## src/rtl/change_hopper_controller_if.sv

```systemverilog
// Signal bundle between the soda machine credit logic / hopper hardware and
// the change hopper controller.
interface change_hopper_controller_if #(
    parameter int CNT_W   = 5,
    parameter int STOCK_W = 8
);
    // Request handshake: a request transfers on a rising clock edge where
    // req_valid and req_ready are both 1. req_coins must be stable while
    // req_valid is 1. A request offered while req_ready is 0 is dropped.
    logic               req_valid;
    logic               req_ready;
    logic [CNT_W-1:0]   req_coins;

    logic               refill_valid;
    logic [CNT_W-1:0]   refill_coins;
    logic               coin_sensed;

    logic               pop_100_yen_coin;
    logic               busy;
    logic               done;
    logic [CNT_W-1:0]   paid_coins;
    logic               short_change;
    logic               fault;
    logic [STOCK_W-1:0] stock_level;
    logic               stock_low;
    logic [2:0]         dbg_state;

    modport master (
        output req_valid, req_coins, refill_valid, refill_coins, coin_sensed,
        input  req_ready, pop_100_yen_coin, busy, done, paid_coins,
               short_change, fault, stock_level, stock_low, dbg_state
    );

    modport slave (
        input  req_valid, req_coins, refill_valid, refill_coins, coin_sensed,
        output req_ready, pop_100_yen_coin, busy, done, paid_coins,
               short_change, fault, stock_level, stock_low, dbg_state
    );
endinterface

```

## src/rtl/change_hopper_controller.sv

```systemverilog
// 100-yen change hopper sequencer: ejects requested coins one at a time,
// confirms each with the exit sensor, retries missing coins, tracks stock.
module change_hopper_controller #(
    parameter int CNT_W          = 5,
    parameter int STOCK_W        = 8,
    parameter int STOCK_INIT     = 50,
    parameter int LOW_WATER      = 5,
    parameter int EJECT_CYCLES   = 2,
    parameter int TIMEOUT_CYCLES = 8,
    parameter int MAX_RETRIES    = 2
) (
    input logic                  clock,
    input logic                  reset,
    change_hopper_controller_if.slave hif
);
    localparam int ECW  = $clog2(EJECT_CYCLES + 1);
    localparam int TW   = $clog2(TIMEOUT_CYCLES + 1);
    localparam int RW   = (MAX_RETRIES < 1) ? 1 : $clog2(MAX_RETRIES + 1);
    localparam int XW   = STOCK_W + CNT_W;
    localparam int SUMW = XW + 1;

    localparam logic [CNT_W-1:0]   ONE_C     = CNT_W'(1);
    localparam logic [ECW-1:0]     EJECT_END = ECW'(EJECT_CYCLES - 1);
    localparam logic [TW-1:0]      TIME_END  = TW'(TIMEOUT_CYCLES - 1);
    localparam logic [RW-1:0]      RETRY_MAX = RW'(MAX_RETRIES);
    localparam logic [SUMW-1:0]    STOCK_MAX = SUMW'((1 << STOCK_W) - 1);

    typedef enum logic [2:0] {
        S_IDLE       = 3'd0,
        S_EJECT      = 3'd1,
        S_WAIT_SENSE = 3'd2,
        S_DONE       = 3'd3,
        S_FAULT      = 3'd4
    } state_t;

    state_t             state, state_n;
    logic [STOCK_W-1:0] stock;
    logic [CNT_W-1:0]   paid;
    logic [CNT_W-1:0]   target;
    logic               short_q;
    logic [ECW-1:0]     eject_cnt;
    logic [TW-1:0]      timer;
    logic [RW-1:0]      retries;
    logic               sensed_flag;

    logic               accept;
    logic               count_coin;
    logic               retry_inc;
    logic               eject_last;
    logic               short_n;
    logic [CNT_W-1:0]   target_n;
    logic [CNT_W-1:0]   paid_plus;
    logic [SUMW-1:0]    stock_sum;
    logic [STOCK_W-1:0] stock_n;

    always_comb begin
        short_n  = XW'(hif.req_coins) > XW'(stock);
        // When short, stock is below req_coins and therefore fits in CNT_W.
        target_n = short_n ? CNT_W'(stock) : hif.req_coins;
    end

    assign paid_plus  = paid + ONE_C;
    assign eject_last = (eject_cnt == EJECT_END);

    always_comb begin
        state_n    = state;
        accept     = 1'b0;
        count_coin = 1'b0;
        retry_inc  = 1'b0;
        case (state)
            S_IDLE: begin
                if (hif.req_valid) begin
                    accept  = 1'b1;
                    state_n = (target_n == '0) ? S_DONE : S_EJECT;
                end
            end
            S_EJECT: begin
                // A coin seen mid-pulse is counted once; the pulse still completes.
                if (hif.coin_sensed && !sensed_flag) begin
                    count_coin = 1'b1;
                end
                if (eject_last) begin
                    if (sensed_flag) begin
                        state_n = (paid == target) ? S_DONE : S_EJECT;
                    end else if (count_coin) begin
                        state_n = (paid_plus == target) ? S_DONE : S_EJECT;
                    end else begin
                        state_n = S_WAIT_SENSE;
                    end
                end
            end
            S_WAIT_SENSE: begin
                if (hif.coin_sensed) begin
                    count_coin = 1'b1;
                    state_n    = (paid_plus == target) ? S_DONE : S_EJECT;
                end else if (timer == TIME_END) begin
                    if (retries == RETRY_MAX) begin
                        state_n = S_FAULT;
                    end else begin
                        retry_inc = 1'b1;
                        state_n   = S_EJECT;
                    end
                end
            end
            S_DONE: begin
                state_n = S_IDLE;
            end
            S_FAULT: begin
                state_n = S_FAULT;
            end
            default: begin
                state_n = S_IDLE;
            end
        endcase
    end

    // Refill and a same-cycle sensor decrement net out before saturating.
    always_comb begin
        stock_sum = SUMW'(stock)
                  + (hif.refill_valid ? SUMW'(hif.refill_coins) : '0)
                  - SUMW'(count_coin);
        stock_n   = (stock_sum > STOCK_MAX) ? STOCK_W'(STOCK_MAX) : STOCK_W'(stock_sum);
    end

    always_ff @(posedge clock) begin
        if (!reset) begin
            state <= S_IDLE;
        end else begin
            state <= state_n;
        end
    end

    always_ff @(posedge clock) begin
        if (!reset) begin
            stock       <= STOCK_W'(STOCK_INIT);
            paid        <= '0;
            target      <= '0;
            short_q     <= 1'b0;
            eject_cnt   <= '0;
            timer       <= '0;
            retries     <= '0;
            sensed_flag <= 1'b0;
        end else begin
            stock <= stock_n;

            if (accept) begin
                paid    <= '0;
                target  <= target_n;
                short_q <= short_n;
                retries <= '0;
            end else if (count_coin) begin
                paid    <= paid_plus;
                retries <= '0;
            end else if (retry_inc) begin
                retries <= retries + RW'(1);
            end

            if (state == S_EJECT && !eject_last) begin
                eject_cnt   <= eject_cnt + ECW'(1);
                sensed_flag <= sensed_flag | count_coin;
            end else begin
                eject_cnt   <= '0;
                sensed_flag <= 1'b0;
            end

            if (state == S_WAIT_SENSE && state_n == S_WAIT_SENSE) begin
                timer <= timer + TW'(1);
            end else begin
                timer <= '0;
            end
        end
    end

    assign hif.req_ready        = (state == S_IDLE);
    assign hif.pop_100_yen_coin = (state == S_EJECT);
    assign hif.busy             = (state != S_IDLE);
    assign hif.done             = (state == S_DONE);
    assign hif.fault            = (state == S_FAULT);
    assign hif.paid_coins       = paid;
    assign hif.short_change     = short_q;
    assign hif.stock_level      = stock;
    assign hif.stock_low        = (stock < STOCK_W'(LOW_WATER));
    assign hif.dbg_state        = state;
endmodule

```

## src/flat_wrapper.sv

```systemverilog
// flat-port wrapper written by rule: the top's interface ports become plain ports
module change_hopper_controller_flat 
#(
    parameter int CNT_W          = 5,
    parameter int STOCK_W        = 8,
    parameter int STOCK_INIT     = 50,
    parameter int LOW_WATER      = 5,
    parameter int EJECT_CYCLES   = 2,
    parameter int TIMEOUT_CYCLES = 8,
    parameter int MAX_RETRIES    = 2
)
  (clock, reset, hif_req_valid, hif_req_coins, hif_refill_valid, hif_refill_coins, hif_coin_sensed, hif_req_ready, hif_pop_100_yen_coin, hif_busy, hif_done, hif_paid_coins, hif_short_change, hif_fault, hif_stock_level, hif_stock_low, hif_dbg_state);
  change_hopper_controller_if #(.CNT_W(CNT_W), .STOCK_W(STOCK_W)) hif_i ();
  input logic clock;
  input logic reset;
  input wire logic [$bits(hif_i.req_valid)-1:0] hif_req_valid;
  input wire logic [$bits(hif_i.req_coins)-1:0] hif_req_coins;
  input wire logic [$bits(hif_i.refill_valid)-1:0] hif_refill_valid;
  input wire logic [$bits(hif_i.refill_coins)-1:0] hif_refill_coins;
  input wire logic [$bits(hif_i.coin_sensed)-1:0] hif_coin_sensed;
  output wire logic [$bits(hif_i.req_ready)-1:0] hif_req_ready;
  output wire logic [$bits(hif_i.pop_100_yen_coin)-1:0] hif_pop_100_yen_coin;
  output wire logic [$bits(hif_i.busy)-1:0] hif_busy;
  output wire logic [$bits(hif_i.done)-1:0] hif_done;
  output wire logic [$bits(hif_i.paid_coins)-1:0] hif_paid_coins;
  output wire logic [$bits(hif_i.short_change)-1:0] hif_short_change;
  output wire logic [$bits(hif_i.fault)-1:0] hif_fault;
  output wire logic [$bits(hif_i.stock_level)-1:0] hif_stock_level;
  output wire logic [$bits(hif_i.stock_low)-1:0] hif_stock_low;
  output wire logic [$bits(hif_i.dbg_state)-1:0] hif_dbg_state;
  assign hif_i.req_valid = hif_req_valid;
  assign hif_i.req_coins = hif_req_coins;
  assign hif_i.refill_valid = hif_refill_valid;
  assign hif_i.refill_coins = hif_refill_coins;
  assign hif_i.coin_sensed = hif_coin_sensed;
  assign hif_req_ready = hif_i.req_ready;
  assign hif_pop_100_yen_coin = hif_i.pop_100_yen_coin;
  assign hif_busy = hif_i.busy;
  assign hif_done = hif_i.done;
  assign hif_paid_coins = hif_i.paid_coins;
  assign hif_short_change = hif_i.short_change;
  assign hif_fault = hif_i.fault;
  assign hif_stock_level = hif_i.stock_level;
  assign hif_stock_low = hif_i.stock_low;
  assign hif_dbg_state = hif_i.dbg_state;
  change_hopper_controller #(.CNT_W(CNT_W), .STOCK_W(STOCK_W), .STOCK_INIT(STOCK_INIT), .LOW_WATER(LOW_WATER), .EJECT_CYCLES(EJECT_CYCLES), .TIMEOUT_CYCLES(TIMEOUT_CYCLES), .MAX_RETRIES(MAX_RETRIES)) u_core (.clock(clock), .reset(reset), .hif(hif_i));
endmodule
```

## config.mk

```make
export PLATFORM = sky130hd
export DESIGN_NAME = change_hopper_controller_flat
export DESIGN_NICKNAME = d
export VERILOG_FILES = /design/src/rtl/change_hopper_controller_if.sv /design/src/rtl/change_hopper_controller.sv /design/src/flat_wrapper.sv
export SDC_FILE = /design/constraint.sdc
export NUM_CORES = 1
export LEC_CHECK = 0
export ABC_AREA = 1
export BUFFER_PORTS_ARGS = -buffer_cell sky130_fd_sc_hd__buf_2
export CAP_MARGIN = 10
export CORE_MARGIN = 2
export CORE_UTILIZATION = 50
export CTS_CLUSTER_SIZE = 24
export DETAILED_ROUTE_END_ITERATION = 8
export PLACE_DENSITY_LB_ADDON = 0.12
export SETUP_SLACK_MARGIN = 0.1
export SLEW_MARGIN = 5
export SYNTH_ARGS = -nofsm -noshare
export SYNTH_HDL_FRONTEND = slang
export SYNTH_SLANG_ARGS = --single-unit
```

## constraint.sdc

```tcl
create_clock -name clock -period 3.3 [get_ports clock]
set_input_delay 0.33 -clock clock [delete_from_list [all_inputs] [get_ports clock]]
set_output_delay 0.33 -clock clock [all_outputs]
set_load 0.02 [all_outputs]
```

### Word-level counts from Yosys, hierarchy flattened

Index checks and enable logic that the tools add are counted.

* bits in registers: 31
* output and inout port bits: 23
* word-level logic and storage cells: 68

* $add $sub $neg: 6
* magnitude comparators: 3
* equality and inequality tests: 10
* mux-type cells: 24
* bitwise operators: 2
* reductions and logical operators: 13

Operator list (count)
* 2-to-1 mux 3 bit: 7
* adder 8 x 14 -> 14 bit: 1
* > comparator 14 x 8 -> 1 bit (second input constant): 1
* subtractor 14 x 1 -> 14 bit: 1
* case mux 3 bit (4 select lines): 1
* equality test 5 bit: 2
* 2-to-1 mux 5 bit: 2
* equality test 3 x 2 -> 1 bit (second input constant): 3
* 2-to-1 mux 1 bit: 9
* > comparator 5 x 8 -> 1 bit: 1
* less-than comparator 8 x 3 -> 1 bit (second input constant): 1
* 2-to-1 mux 8 bit: 1
* 2-to-1 mux 2 bit: 3
* adder 5 x 1 -> 5 bit (second input constant): 1
* logical NOT 5 bit: 1
* adder 2 x 1 -> 2 bit (second input constant): 2
* adder 4 x 1 -> 4 bit (second input constant): 1
* equality test 4 x 3 -> 1 bit (second input constant): 1
* AND reduction 2 bit: 2
* OR reduction 2 bit: 2
* equality test 3 x 1 -> 1 bit (second input constant): 1
* equality test 3 bit (second input constant): 1
* logical AND 1 bit: 3
* logical NOT 3 bit: 1
* other kinds (8): 9

### Depth between registers and ports, before layout

Gate-level depths: netlist (run 1).

* depth in word-level cells: 11
* gate-level depth with buffers: 17
* depth with buffers taken out: 17

### Least setup slack after synthesis (run 1)

No wires, ideal clock.

* path type: register -> register
* start: register u_core.state[1], in the netlist u_core.hif.dbg_state[1]
* end: register u_core.stock[1], in the netlist u_core.hif.stock_level[1]
* library setup time: 0.118 ns
* arrival time: 2.621 ns
* required time: 3.182 ns
* slack: 0.561 ns
* cell stages (with the launch flop): 16
* path buffers: 0
* cell sequence: dfxtp_1 inv_1 nor3_4 nand2_1 nand2_4 ha_1 inv_1 ha_1 inv_1 fa_1 o21ai_2 a21oi_1 xor2_1 o21ai_2 nor2_2 nand2_1

* cells in the longest elaborated chain, start to end: 5
* elaborated cells on any way between the ends: 6
* those cells by class: add/sub: 1; order compare: 1; eq/ne: 2; mux: 1; reduce/logical: 1

Ends and longest elaborated chain
* from (decl): RTL line change_hopper_controller.sv:36 `state_t state, state_n;`
* from (signal assigned): RTL line change_hopper_controller.sv:129 `state <= state_n;`
* equality test 3 x 2 -> 1 bit or equality test 3 x 1 -> 1 bit (tied branches): RTL line change_hopper_controller.sv:70 `case (state)`
* case mux 1 bit (2 select lines) (*): RTL line change_hopper_controller.sv:70
* named net u_core.count_coin: RTL line change_hopper_controller.sv:47 `logic count_coin;`
* subtractor 14 x 1 -> 14 bit (*): RTL line change_hopper_controller.sv:121 `- SUMW'(count_coin);`
* > comparator 14 x 8 -> 1 bit: RTL line change_hopper_controller.sv:122 `stock_n = (stock_sum > STOCK_MAX) ? STOCK_W'(STOCK_MAX) : STOCK_W'(stock_sum);`
* OR reduction 2 bit (no line)
* to (signal assigned): RTL line change_hopper_controller.sv:135 `stock <= STOCK_W'(STOCK_INIT);`
* to (signal assigned): RTL line change_hopper_controller.sv:144 `stock <= stock_n;`
* to (decl): RTL line change_hopper_controller.sv:37 `logic [STOCK_W-1:0] stock;`

Mark *: on every way through the listed nets, which the timed path passes. The rest lies on a longest branch.
A chain may end at the register's enable or synchronous reset.

### Worst setup path after layout (run 1)

* start: register u_core.state[1], in the netlist u_core.hif.dbg_state[1]
* end: register u_core.stock[4], in the netlist u_core.hif.stock_level[4]

The elaborated chain is that of the path after synthesis.

==> summary.md, run 1 <==
| Metric | Value |
|---|---|
| Die Footprint | 4810 µm² |
| Register area share after synthesis | 0.291 |
| Initial DRC Count | 60 |
| Hold_buf cts | 0 |
| Port bufs | 37 |
| Setup Skew | 6.61 ps |
| Filler Cell Count | 401 |
| Antenna-violating nets left | 0 |
| DR pass1 iterations | 4 |
| Pwr/cell area | 694 nW/µm² |
| CP Buf/Inv Count | 3 |
| Post_cts resized | 0 |
| WL/cell | 10.9 µm |
| Mapped Area | 2140 µm² |
| Nets | 384 |
| Initial core utilization | 0.526 |
| Grt ovf | 0 |
| Syn-to-layout area delta | 15.6% |
| Max incr delay on CP | 420 ps |
| Antenna Cells | 0 |
| DRC viols | 0 |
| Die Width | 69.4 µm |
| Largest net degree at the start of global routing | 11 |
| Critical Path RT | 3470 ps |
| Final setup viols | 0 |
| Yosys reg bits | 31 |
| Fmax achieved | 350 MHz |
| Clock Path Buffers | 2 |
| Critical Path End Type | flip-flop |
| CP max FO | 8 |
| Syn Nets | 340 |
| Final Hold Fails | 0 |
| Fin. max-slew vios | 0 |
| Vias in the first global route | 1778 |
| First-pass GRT wire length | 7.63 mm |
| Post-Synthesis Cells | 301 |
| Post-synthesis async set-or-reset flop share | 0 |
| Post-layout minimum cycle time | 2860 ps |
| Vias per inst | 4.85 |
| RSZ-0062 raised after global routing | false |
| CTS tree | done |
| Die Y | 69.4 µm |
| Type of origin of the critical path | flip-flop |
| CP top delay family | adder cells |
| Post-route setup TNS | 0 ps |
| Layout cells sized above 1 | 0.205 |
| CTS Root Cell | clkbuf_8 |
| Avg Cell Area, Syn | 7.10 µm² |
| Tot GR Track Use | 0.192 |
| Synth warn | 0 |
| Critical path class | flip-flop to flip-flop |
| Clk_lat worst skew | 280 ps |
| IO Count | 38 |
| Top FF cell, synth | dfxtp_1 |
| Hold Path Class | input port to flip-flop |
| Outcome | complete, no violations |
| Clock-pin slew on the worst setup and hold paths | 70 ps |
| Clock Sinks | 31 |
| Routability cong. | 0.877 |
| Slew HR | 0.782 |
| Final WL | 4.31 mm |
| Placeable Area | 4060 µm² |
| Total number of vias | 1919 |
| VDD IR max | 0.573 mV |
| Final worst-path cycle share | 0.867 |
| Critical path's slowest cell | fa_1 |
| Distinct cell type count of the synthesized netlist | 33 |
| Clock H-tree levels | 2 |
| Critical path data arrival time | 3030 ps |
| Slew @ Worst Pin | 326 ps |
| Hold Slack | 397 ps |
| Leakage power | 1.26 nW |
| EDFF count, synth | 0 |
| FP Rows | 23 |
| Worst path cell trace | inv_1, nor3_4, nand2_1, nand2_4, ha_1, inv_1, ha_1, inv_1, fa_1, o21ai_2, a21oi_1, xor2_1, o21ai_2, nor2_2, nand2_1 |
| CTS Buf Count | 5 |
| Crit path top cell by count | inv_1 |
| # Post-CTS Setup Buffers | 0 |
| HPWL reported at the end of detailed placement | 3.54 mm |
| Initial antenna violation count | 0 |
| Max-cap violations | 0 |
sequential cells by signal, indices dropped and copies added, names as in the netlist:
signal / cells
u_core.timer: 4
u_core.eject_cnt: 2
u_core.sensed_flag: 1
u_core.retries: 2
u_core.hif.dbg_state: 3
u_core.target: 5
u_core.hif.short_change: 1
u_core.hif.stock_level: 8
u_core.hif.paid_coins: 5
cell usage in the layout (no fill, tap or decap), types with 3 or more instances in the layout:
master    count
nand2_1      57
inv_1        49
nor2_1       42
buf_2        37
dfxtp_1      31
ha_1         23
a21oi_1      15
nand3_1      12
o21ai_0      12
xnor2_1       8
xor2_1        7
nor3_1        5
o21ai_1       5
clkbuf_8      5
inv_2         4
nor2_2        4
nand2_2       3
a21oi_2       3
layout make-up:
class | instances | area, µm² | share of cell area
Tap cell | 50 | 62.6 | 0.0253
Multi-Input combinational cell | 213 | 1290 | 0.525
Sequential cell | 31 | 621 | 0.251
Timing Repair Buffer | 37 | 185 | 0.0750
Clock inverter | 2 | 12.5 | 0.00507
Clock buffer | 6 | 72.6 | 0.0294
Inverter | 57 | 220 | 0.0892
worst min-delay path, stage by stage:
cell	delay [ps]
buf_2	160
o21ai_0	90
nor2_1	50
cells in the mapped netlist (3+ instances only):
| cell type | count | share of area |
|---|---|---|
| nand3_1 | 12 | 0.028 |
| inv_2 | 4 | 0.0070 |
| nor2_2 | 4 | 0.012 |
| nand2_1 | 57 | 0.10 |
| dfxtp_1 | 31 | 0.29 |
| a21oi_1 | 15 | 0.035 |
| inv_1 | 49 | 0.086 |
| o21ai_1 | 5 | 0.012 |
| xnor2_1 | 8 | 0.033 |
| o21ai_0 | 12 | 0.028 |
| xor2_1 | 7 | 0.029 |
| a21oi_2 | 3 | 0.012 |
| nor3_1 | 5 | 0.012 |
| nor2_1 | 42 | 0.074 |
| ha_1 | 23 | 0.13 |
| nand2_2 | 3 | 0.0088 |
per-layer routing:
| layer | vias to the layer above | global-route usage | part of all wire |
|---|---|---|---|
| met4 | 0 | 0.0588 | 0.0090 |
| met1 | 851 | 0.267 | 0.52 |
| li1 | 1035 | - | - |
| met5 | - | 0 | 0 |
| met2 | 28 | 0.300 | 0.43 |
| met3 | 5 | 0.0392 | 0.039 |
logic make-up (layout without fill, tap and decap cells):
logic type	after synthesis	count (layout)	synth area share
XOR/XNOR	15	15	0.0615
adder cells (fa/ha/maj)	24	24	0.144
flip-flops	31	31	0.291
buffers and inverters	57	102	0.103
AND/OR/NAND/NOR	134	134	0.291
AO/OA/AOI/OAI	40	40	0.110
worst paths after layout:
kind                                               from                        end  slack, ps  depth (start not counted)
worst max-delay path            u_core.hif.dbg_state[1]  u_core.hif.stock_level[4]        440                         15
worst min-delay path                              reset           u_core.target[2]        400                          3
worst max register to register  u_core.hif.dbg_state[1]  u_core.hif.stock_level[4]        440                         15
worst min register to register      u_core.eject_cnt[0]        u_core.eject_cnt[0]        430                          1
where the power goes:
part / leakage, nW / switching (W) / internal (W)
Clock: 0.0412 / 0.000139 / 0.000147
Combinational: 0.968 / 0.000592 / 0.000360
Sequential: 0.254 / 0.0000454 / 0.000431
Total: 1.26 / 0.000776 / 0.000938
stage by stage:
stage | cells | total power (W) | utilization | setup WS (ps) | instance area, µm²
floorplan | 301 | 0.00123 | - | 561 | 2140
global placement | 388 | 0.00143 | 0.587 | 561 | 2380
global route | 396 | 0.00189 | 0.608 | 220 | 2470
finish | 396 | 0.00171 | 0.608 | 440 | 2470
CTS | 396 | 0.00173 | 0.608 | 439 | 2470
detailed placement | 388 | 0.00143 | 0.587 | 451 | 2380
No activity file was read; power rests on OpenSTA's default activity.
==> run 2, diff against run 1 <==
--- a/config.mk
+++ b/config.mk
@@ -5,7 +5,6 @@
 export SDC_FILE = /design/constraint.sdc
 export NUM_CORES = 1
 export LEC_CHECK = 0
-export ABC_AREA = 1
 export BUFFER_PORTS_ARGS = -buffer_cell sky130_fd_sc_hd__buf_2
 export CAP_MARGIN = 10
 export CORE_MARGIN = 2
@@ -13,6 +12,7 @@
 export CTS_CLUSTER_SIZE = 24
 export DETAILED_ROUTE_END_ITERATION = 8
 export PLACE_DENSITY_LB_ADDON = 0.12
+export RECOVER_POWER = 50
 export SETUP_SLACK_MARGIN = 0.1
 export SLEW_MARGIN = 5
 export SYNTH_ARGS = -nofsm -noshare
==> run 2 against run 1 <==
Clock skew up 2.1 ps. Cell area unchanged. Largest power group unchanged. First-iteration DRC count rose by 70%. Die area is 0.23% higher. Register-to-register slack lost 120 ps. Highest routed layer unchanged.
==> summary.md, run 2 <==
| Metric | Value |
|---|---|
| Clk_lat worst skew | 280 ps (about the same) |
| Most frequent cells in the layout | dfxtp_1, inv_1, nor2_1, ha_1, buf_2 |
| Clock Sinks | 31 (unchanged) |
| Outcome | complete, no violations |
| Top cell type's share of synthesized area | 0.290 (-0.000679) |
| Reg2Reg Depth | 14 (-1) |
| Post-Synthesis Cells | 252 (-16%) |
| DR pass1 iterations | 4 (unchanged) |
| HPWL reported at the end of detailed placement | 3.53 mm (-0.11%) |
| CTS Root Cell | clkbuf_8 |
| CP endpoint | u_core.hif.stock_level[4] |
| Tot GR Track Use | 0.194 (+0.00146) |
| Critical Path End Type | flip-flop |
| GR peak layer | met1 |
| Met2 Track Usage GR | 0.275 (-0.0256) |
| Synth warn | 0 (unchanged) |
| FP Rows | 23 (unchanged) |
| Pwr/cell area | 734 nW/µm² (+5.7%) |
| Synth Area in Simple Gates | 0.225 (-0.0661) |
| Synthesized-area fraction occupied by adder cells | 0.144 (-0.000337) |
| Yosys reg bits | 31 (unchanged) |
| Final WL | 4.50 mm (+4.2%) |
| Fin. max-slew vios | 0 (unchanged) |
| Initial antenna violation count | 0 (unchanged) |
| Layout cells sized above 1 | 0.153 (-0.0527) |
| CTS tree | done |
| Clock-pin slew on the worst setup and hold paths | 70 ps (about the same) |
| Final setup viols | 0 (unchanged) |
| Die Width | 69.4 µm (+0.12%) |
| Die Y | 69.4 µm (+0.12%) |
| Worst setup path start | u_core.hif.dbg_state[1] |
| Worst reg2reg startpoint | u_core.hif.dbg_state[1] |
| Fin area | 2470 µm² (unchanged) |
| Port bufs | 37 (unchanged) |
| Routability cong. | 0.778 (-11%) |
| Leakage power | 1.06 nW (-16%) |
| Filler Cell Count | 365 (-9.0%) |
| Final worst-path cycle share | 0.903 (+0.0357) |
| Critical path data arrival time | 3140 ps (+110 ps) |
| Most common cell after layout, fill and taps aside | dfxtp_1 |
| CP max FO | 8 (unchanged) |
| VDD IR max | 0.383 mV (-33%) |
| Total number of vias | 1823 (-5.0%) |
| Cell taking the most area after synthesis | dfxtp_1 |
| Final cell count without fillers | 345 (-13%) |
| R2r endpoint | u_core.hif.stock_level[4] |
| Post-route setup TNS | 0 ps (unchanged) |
| CTS Buf Count | 5 (unchanged) |
| Antenna Cells | 0 (unchanged) |
| Clock Path Buffers | 2 (unchanged) |
| Cells after DPL | 334 (-14%) |
| Slew @ Worst Pin | 508 ps (+181 ps) |
| Post-synth top cells | dfxtp_1, inv_1, ha_1, nor2_1, nand2_1 |
| Initial DRC Count | 102 (+70%) |
| Max incr delay on CP | 450 ps (+30 ps) |
| RSZ-0062 raised after global routing | false |
| Placed Area | 2370 µm² (-0.68%) |
| Post-synthesis compound-gate area fraction | 0.168 (+0.0582) |
| Final worst slack | 322 ps (-118 ps) |
| Post-layout minimum cycle time | 2980 ps (+118 ps) |
| First-pass GRT wire length | 7.65 mm (+0.18%) |
| WL/cell | 13.0 µm (+20%) |
| Critical path's slowest cell | dfxtp_1 |
| Mapped Area | 2140 µm² (+0.23%) |
| CP Buf/Inv Count | 2 (-1) |
| Hold_buf cts | 0 (unchanged) |
| Max-cap violations | 0 (unchanged) |
| Fmax achieved | 336 MHz (-4.0%) |
| Grt ovf | 0 (unchanged) |
| Met3 Use GR | 0.0422 (+0.00291) |
| Dpl ws | 101 ps (-350 ps) |
| Syn-to-layout area delta | 15.3% |
| Main combinational cell family by area after synthesis | simple AND/OR/NAND/NOR gates |
| Type of origin of the critical path | flip-flop |
| R2r setup slk | 320 ps (-120 ps) |
| Largest net degree at the start of global routing | 20 (+9) |
| Placeable Area | 4060 µm² (unchanged) |
| Final Hold Fails | 0 (unchanged) |
| DRC viols | 0 (unchanged) |
| Mux cell area share after synthesis | 0.0333 (+0.0333) |
| Clock H-tree levels | 2 (unchanged) |
| Die Footprint | 4820 µm² (+0.23%) |
| Critical path depth | 14 (-1) |
| IO Count | 38 (unchanged) |
| Antenna-violating nets left | 0 (unchanged) |
| Register area share after synthesis | 0.290 (-0.000679) |
| Met1 usage | 0.294 (+0.0268) |
| Avg Cell Area, Syn | 8.50 µm² (+20%) |
| Vias in the first global route | 1587 (-11%) |
| Main area contributors after synthesis | dfxtp_1, ha_1, inv_1, xnor2_1, nor2_1 |
| Final core occ | 0.608 (unchanged) |
| Critical path class | flip-flop to flip-flop |
| Distinct cell type count of the synthesized netlist | 49 (+48%) |
| Slew HR | 0.659 (-0.123) |
| Nets | 333 (-13%) |
| Critical Path RT | 3460 ps (about the same) |
| Worst path cell trace | nor3b_4, a21oi_2, nor2_8, ha_1, inv_1, ha_1, inv_1, fa_1, nor2b_1, o31a_1, o22ai_2, xnor2_2, and2_4, o211ai_2 |
| Post-synthesis async set-or-reset flop share | 0 (unchanged) |
| Syn Nets | 291 (-14%) |
| Most frequent cell after synthesis | dfxtp_1 |
| EDFF count, synth | 0 (unchanged) |
| Top FF cell, synth | dfxtp_1 |
| CP top delay family | adder cells |
| Post-synthesis xor/xnor area fraction | 0.0736 (+0.0121) |
| Initial core utilization | 0.528 (+0.00123) |
| Hold Path Class | input port to flip-flop |
| Max reg flops | 8 (unchanged) |
| Vias per inst | 5.28 (+9.0%) |
| Setup Skew | 8.68 ps (+2.07 ps) |
[run 2: cell types whose count changed in the layout (fill, tap and decap cells not counted), moves of 4 or more]
cell,change
inv_2,-4
nand2_1,-39
inv_1,-21
nand4_1,+5
o21a_1,+5
nand3_1,-5
mux2i_1,+6
clkbuf_1,+17
nor2b_1,+4
o21ai_0,-6
nor2_1,-19
nor2_2,-4
buf_2,-15
[run 2: worst min-delay path by stage]
stage / startpoint / end / slack (ps) / cells past startpoint
finish: reset / u_core.hif.stock_level[4] / 380 / 2
global placement: u_core.eject_cnt[0] / u_core.eject_cnt[0] / 410 / 1
CTS: reset / u_core.hif.stock_level[4] / 380 / 2
global route: hif_req_valid / u_core.hif.short_change / 400 / 4
detailed placement: u_core.eject_cnt[0] / u_core.eject_cnt[0] / 410 / 1
floorplan: u_core.eject_cnt[0] / u_core.eject_cnt[0] / 400 / 1
[run 2: metal layers]
metal,part of all wire,vias to the layer above
li1,-,946
met1,0.53,836
met2,0.42,31
met3,0.037,10
met4,0.012,0
met5,0,-
[run 2: layout make-up]
type / count / area, µm² / share of cell area
clock inverters: 1 / 7.51 / 0.00304
well taps: 50 / 62.6 / 0.0253
repair buffers: 42 / 193 / 0.0781
multi-input cells: 186 / 1380 / 0.559
inverters: 28 / 105 / 0.0426
clock buffers: 7 / 96.3 / 0.0390
flip-flops and latches: 31 / 624 / 0.253
[run 2: cells by family (layout without fill, tap and decap cells)]
| family | Yosys count | after routing |
|---|---|---|
| mux | 7 | 7 |
| xor+xnor | 18 | 18 |
| buf+inv | 35 | 78 |
| simple gates | 86 | 86 |
| fa+ha+maj | 24 | 24 |
| flops | 31 | 31 |
| compound gates | 51 | 51 |
[run 2: report_power, final]
group          switching (W)  internal, W
registers          0.0000648     0.000430
logic               0.000565     0.000420
clock network       0.000142     0.000190
[run 2: per-stage QoR]
step | total power [W] | hold WS, ps
6_report | 0.00181 | 384
3_3_place_gp | 0.00146 | 411
3_5_place_dp | 0.00146 | 414
4_1_cts | 0.00179 | 376
2_1_floorplan | 0.00125 | 399
5_1_grt | 0.00197 | 403
[run 2: repair_timing]
| item | CTS | global route |
|---|---|---|
| setup endpoints to repair | 4 | 7 |
| gates resized for setup | 0 | 3 |
| setup buffers | 1 | 2 |
| pin swaps | 0 | 1 |
==> run 3, diff against run 2 <==
==> constraint.sdc (replaced) <==
create_clock -name clock -period 3 [get_ports clock]
set_input_delay 0.3 -clock clock [delete_from_list [all_inputs] [get_ports clock]]
set_output_delay 0.3 -clock clock [all_outputs]
set_load 0.02 [all_outputs]
==> run 3 against run 2 <==
Hold slack lost 78 ps. Critical path depth unchanged. Total power grew 10%. Count of clock-buffer cells in the layout did not move. Sequential cell count stayed put. Critical path type unchanged.
==> summary.md, run 3 (synthesis results as in run 2) <==
| Metric | Value |
|---|---|
| Critical path data arrival time | 2920 ps (-220 ps) |
| CP max FO | 8 (unchanged) |
| HPWL reported at the end of detailed placement | 3.59 mm (+1.6%) |
| Most frequent cells in the layout | dfxtp_1, inv_1, nor2_1 |
| Setup Skew | 9.40 ps (+0.715 ps) |
| Clock-pin slew on the worst setup and hold paths | 70 ps (about the same) |
| Placed Area | 2410 µm² (+2.0%) |
| Vias per inst | 5.33 (+0.79%) |
| Antenna Cells | 0 (unchanged) |
| Area of the multi-input gates | 1420 µm² (+2.5%) |
| Port bufs | 37 (unchanged) |
| Nets | 335 (+0.60%) |
| Layout cells sized above 1 | 0.178 (+0.0259) |
| Grt ovf | 0 (unchanged) |
| Final Hold Fails | 0 (unchanged) |
| Placeable Area | 4060 µm² (unchanged) |
| Sequential Area | 627 µm² (+0.40%) |
| Filler Cell Count | 378 (+3.6%) |
| CTS Buf Count | 5 (unchanged) |
| Hold Path Class | input port to flip-flop |
| CTS tree | done |
| Routability cong. | 0.816 (+4.9%) |
| Max-cap violations | 0 (unchanged) |
| Pwr/cell area | 794 nW/µm² (+8.2%) |
| Critical Path RT | 3160 ps (-300 ps) |
| Most common cell after layout, fill and taps aside | dfxtp_1 |
| Largest net degree at the start of global routing | 20 (unchanged) |
| Clock Sinks | 31 (unchanged) |
| Final WL | 4.60 mm (+2.3%) |
| Antenna-violating nets left | 0 (unchanged) |
| Post-layout minimum cycle time | 2760 ps (-213 ps) |
| Slew HR | 0.708 (+0.0494) |
| DR pass1 iterations | 4 (unchanged) |
| DRC viols | 0 (unchanged) |
| Critical path class | flip-flop to flip-flop |
| Fin. max-slew vios | 0 (unchanged) |
| Type of origin of the critical path | flip-flop |
| WL/cell | 13.3 µm (+1.7%) |
| Fmax achieved | 362 MHz (+7.7%) |
| Clock Path Buffers | 2 (unchanged) |
| IO Count | 38 (unchanged) |
| Hold_buf cts | 0 (unchanged) |
| CTS Root Cell | clkbuf_8 |
| Die Width | 69.4 µm (unchanged) |
| Tot GR Track Use | 0.201 (+0.00756) |
| Clock H-tree levels | 2 (unchanged) |
| Total number of vias | 1848 (+1.4%) |
| Initial core utilization | 0.528 (unchanged) |
| Max reg flops | 8 (unchanged) |
| Initial DRC Count | 57 (-44%) |
| Die Footprint | 4820 µm² (unchanged) |
| Syn-to-layout area delta | 17.4% |
| First-pass GRT wire length | 7.75 mm (+1.3%) |
| Hold Slack | 305 ps (-78.1 ps) |
| Final setup viols | 0 (unchanged) |
| Vias in the first global route | 1684 (+6.1%) |
| Final worst-path cycle share | 0.922 (+0.0191) |
| Fin area | 2510 µm² (+1.8%) |
| Critical Path End Type | flip-flop |
| Initial antenna violation count | 0 (unchanged) |
| Slew @ Worst Pin | 434 ps (-73.5 ps) |
| VDD IR max | 0.410 mV (+7.1%) |
| RSZ-0062 raised after global routing | false |
| Die Y | 69.4 µm (unchanged) |
| FP Rows | 23 (unchanged) |
| Clk_lat worst skew | 290 ps (about the same) |
| Outcome | complete, no violations |
| Leakage power | 1.07 nW (+0.60%) |
==> run 3: changes by cell type in the layout (fill, tap and decap cells not counted), sizes merged <==
cell | previous run | this run
buf | 24 | 25
clkinv | 0 | 1
clkinvlp | 1 | 0
clkbuf | 25 | 26
==> run 3: routing by layer <==
layer | global-route usage | vias to the layer above | part of all wire
met4 | 0.0458 | 0 | 0.015
met2 | 0.321 | 30 | 0.44
met5 | 0 | - | 0
met3 | 0.0581 | 6 | 0.033
met1 | 0.270 | 852 | 0.51
li1 | - | 960 | -
==> run 3: timing repair <==
action,CTS,global route
setup buffers,0,3
cloned,0,0
resized for setup,1,2
pin swaps,0,1
endpoints found under the setup margin,1,7
hold endpoints to repair,0,0
==> run 3: worst paths after layout <==
path	slack, ps	end	start	cells past startpoint
worst min-delay path	310	u_core.sensed_flag	hif_coin_sensed	3
worst max-delay path	240	u_core.hif.stock_level[4]	u_core.hif.dbg_state[0]	14
worst max register to register	240	u_core.hif.stock_level[4]	u_core.hif.dbg_state[0]	14
worst min register to register	420	u_core.eject_cnt[0]	u_core.eject_cnt[0]	1
==> run 3: worst max-delay path, cell delays in order (launching register included) <==
cell	delay [ps]
dfxtp_4	400
nor3b_4	250
a21oi_4	100
nor2_8	130
ha_4	200
inv_2	50
ha_4	130
inv_2	40
fa_2	360
nor2b_1	160
o31a_1	210
o22ai_2	100
xnor2_2	200
and2_4	210
o211ai_2	90
==> run 3: per-stage QoR <==
step	util	worst slack (ps)	setup TNS, ps	power, W	instances
after floorplan	-	-70.6	-289	0.00139	252
after global placement	0.595	179	0	0.00163	336
after detailed placement	0.595	112	0	0.00164	336
after CTS	0.618	133	0	0.00198	344
after global routing	0.619	103	0	0.00217	347
final	0.619	235	0	0.00200	347
==> run 3: final cells by class <==
cell class / count / area share
clock buffer: 7 / 0.0343
multi-input combinational: 186 / 0.563
tap: 50 / 0.0249
clock inverter: 1 / 0.00199
sequential: 31 / 0.249
timing repair buffer: 44 / 0.0846
inverter: 28 / 0.0418
==> run 3: power by group <==
part           switching, W  total (W)  leakage (nW)  internal, W
registers         0.0000714   0.000545         0.255     0.000473
logic              0.000633    0.00111         0.764     0.000481
clock network      0.000153   0.000337        0.0482     0.000185
total              0.000858    0.00200          1.07      0.00114
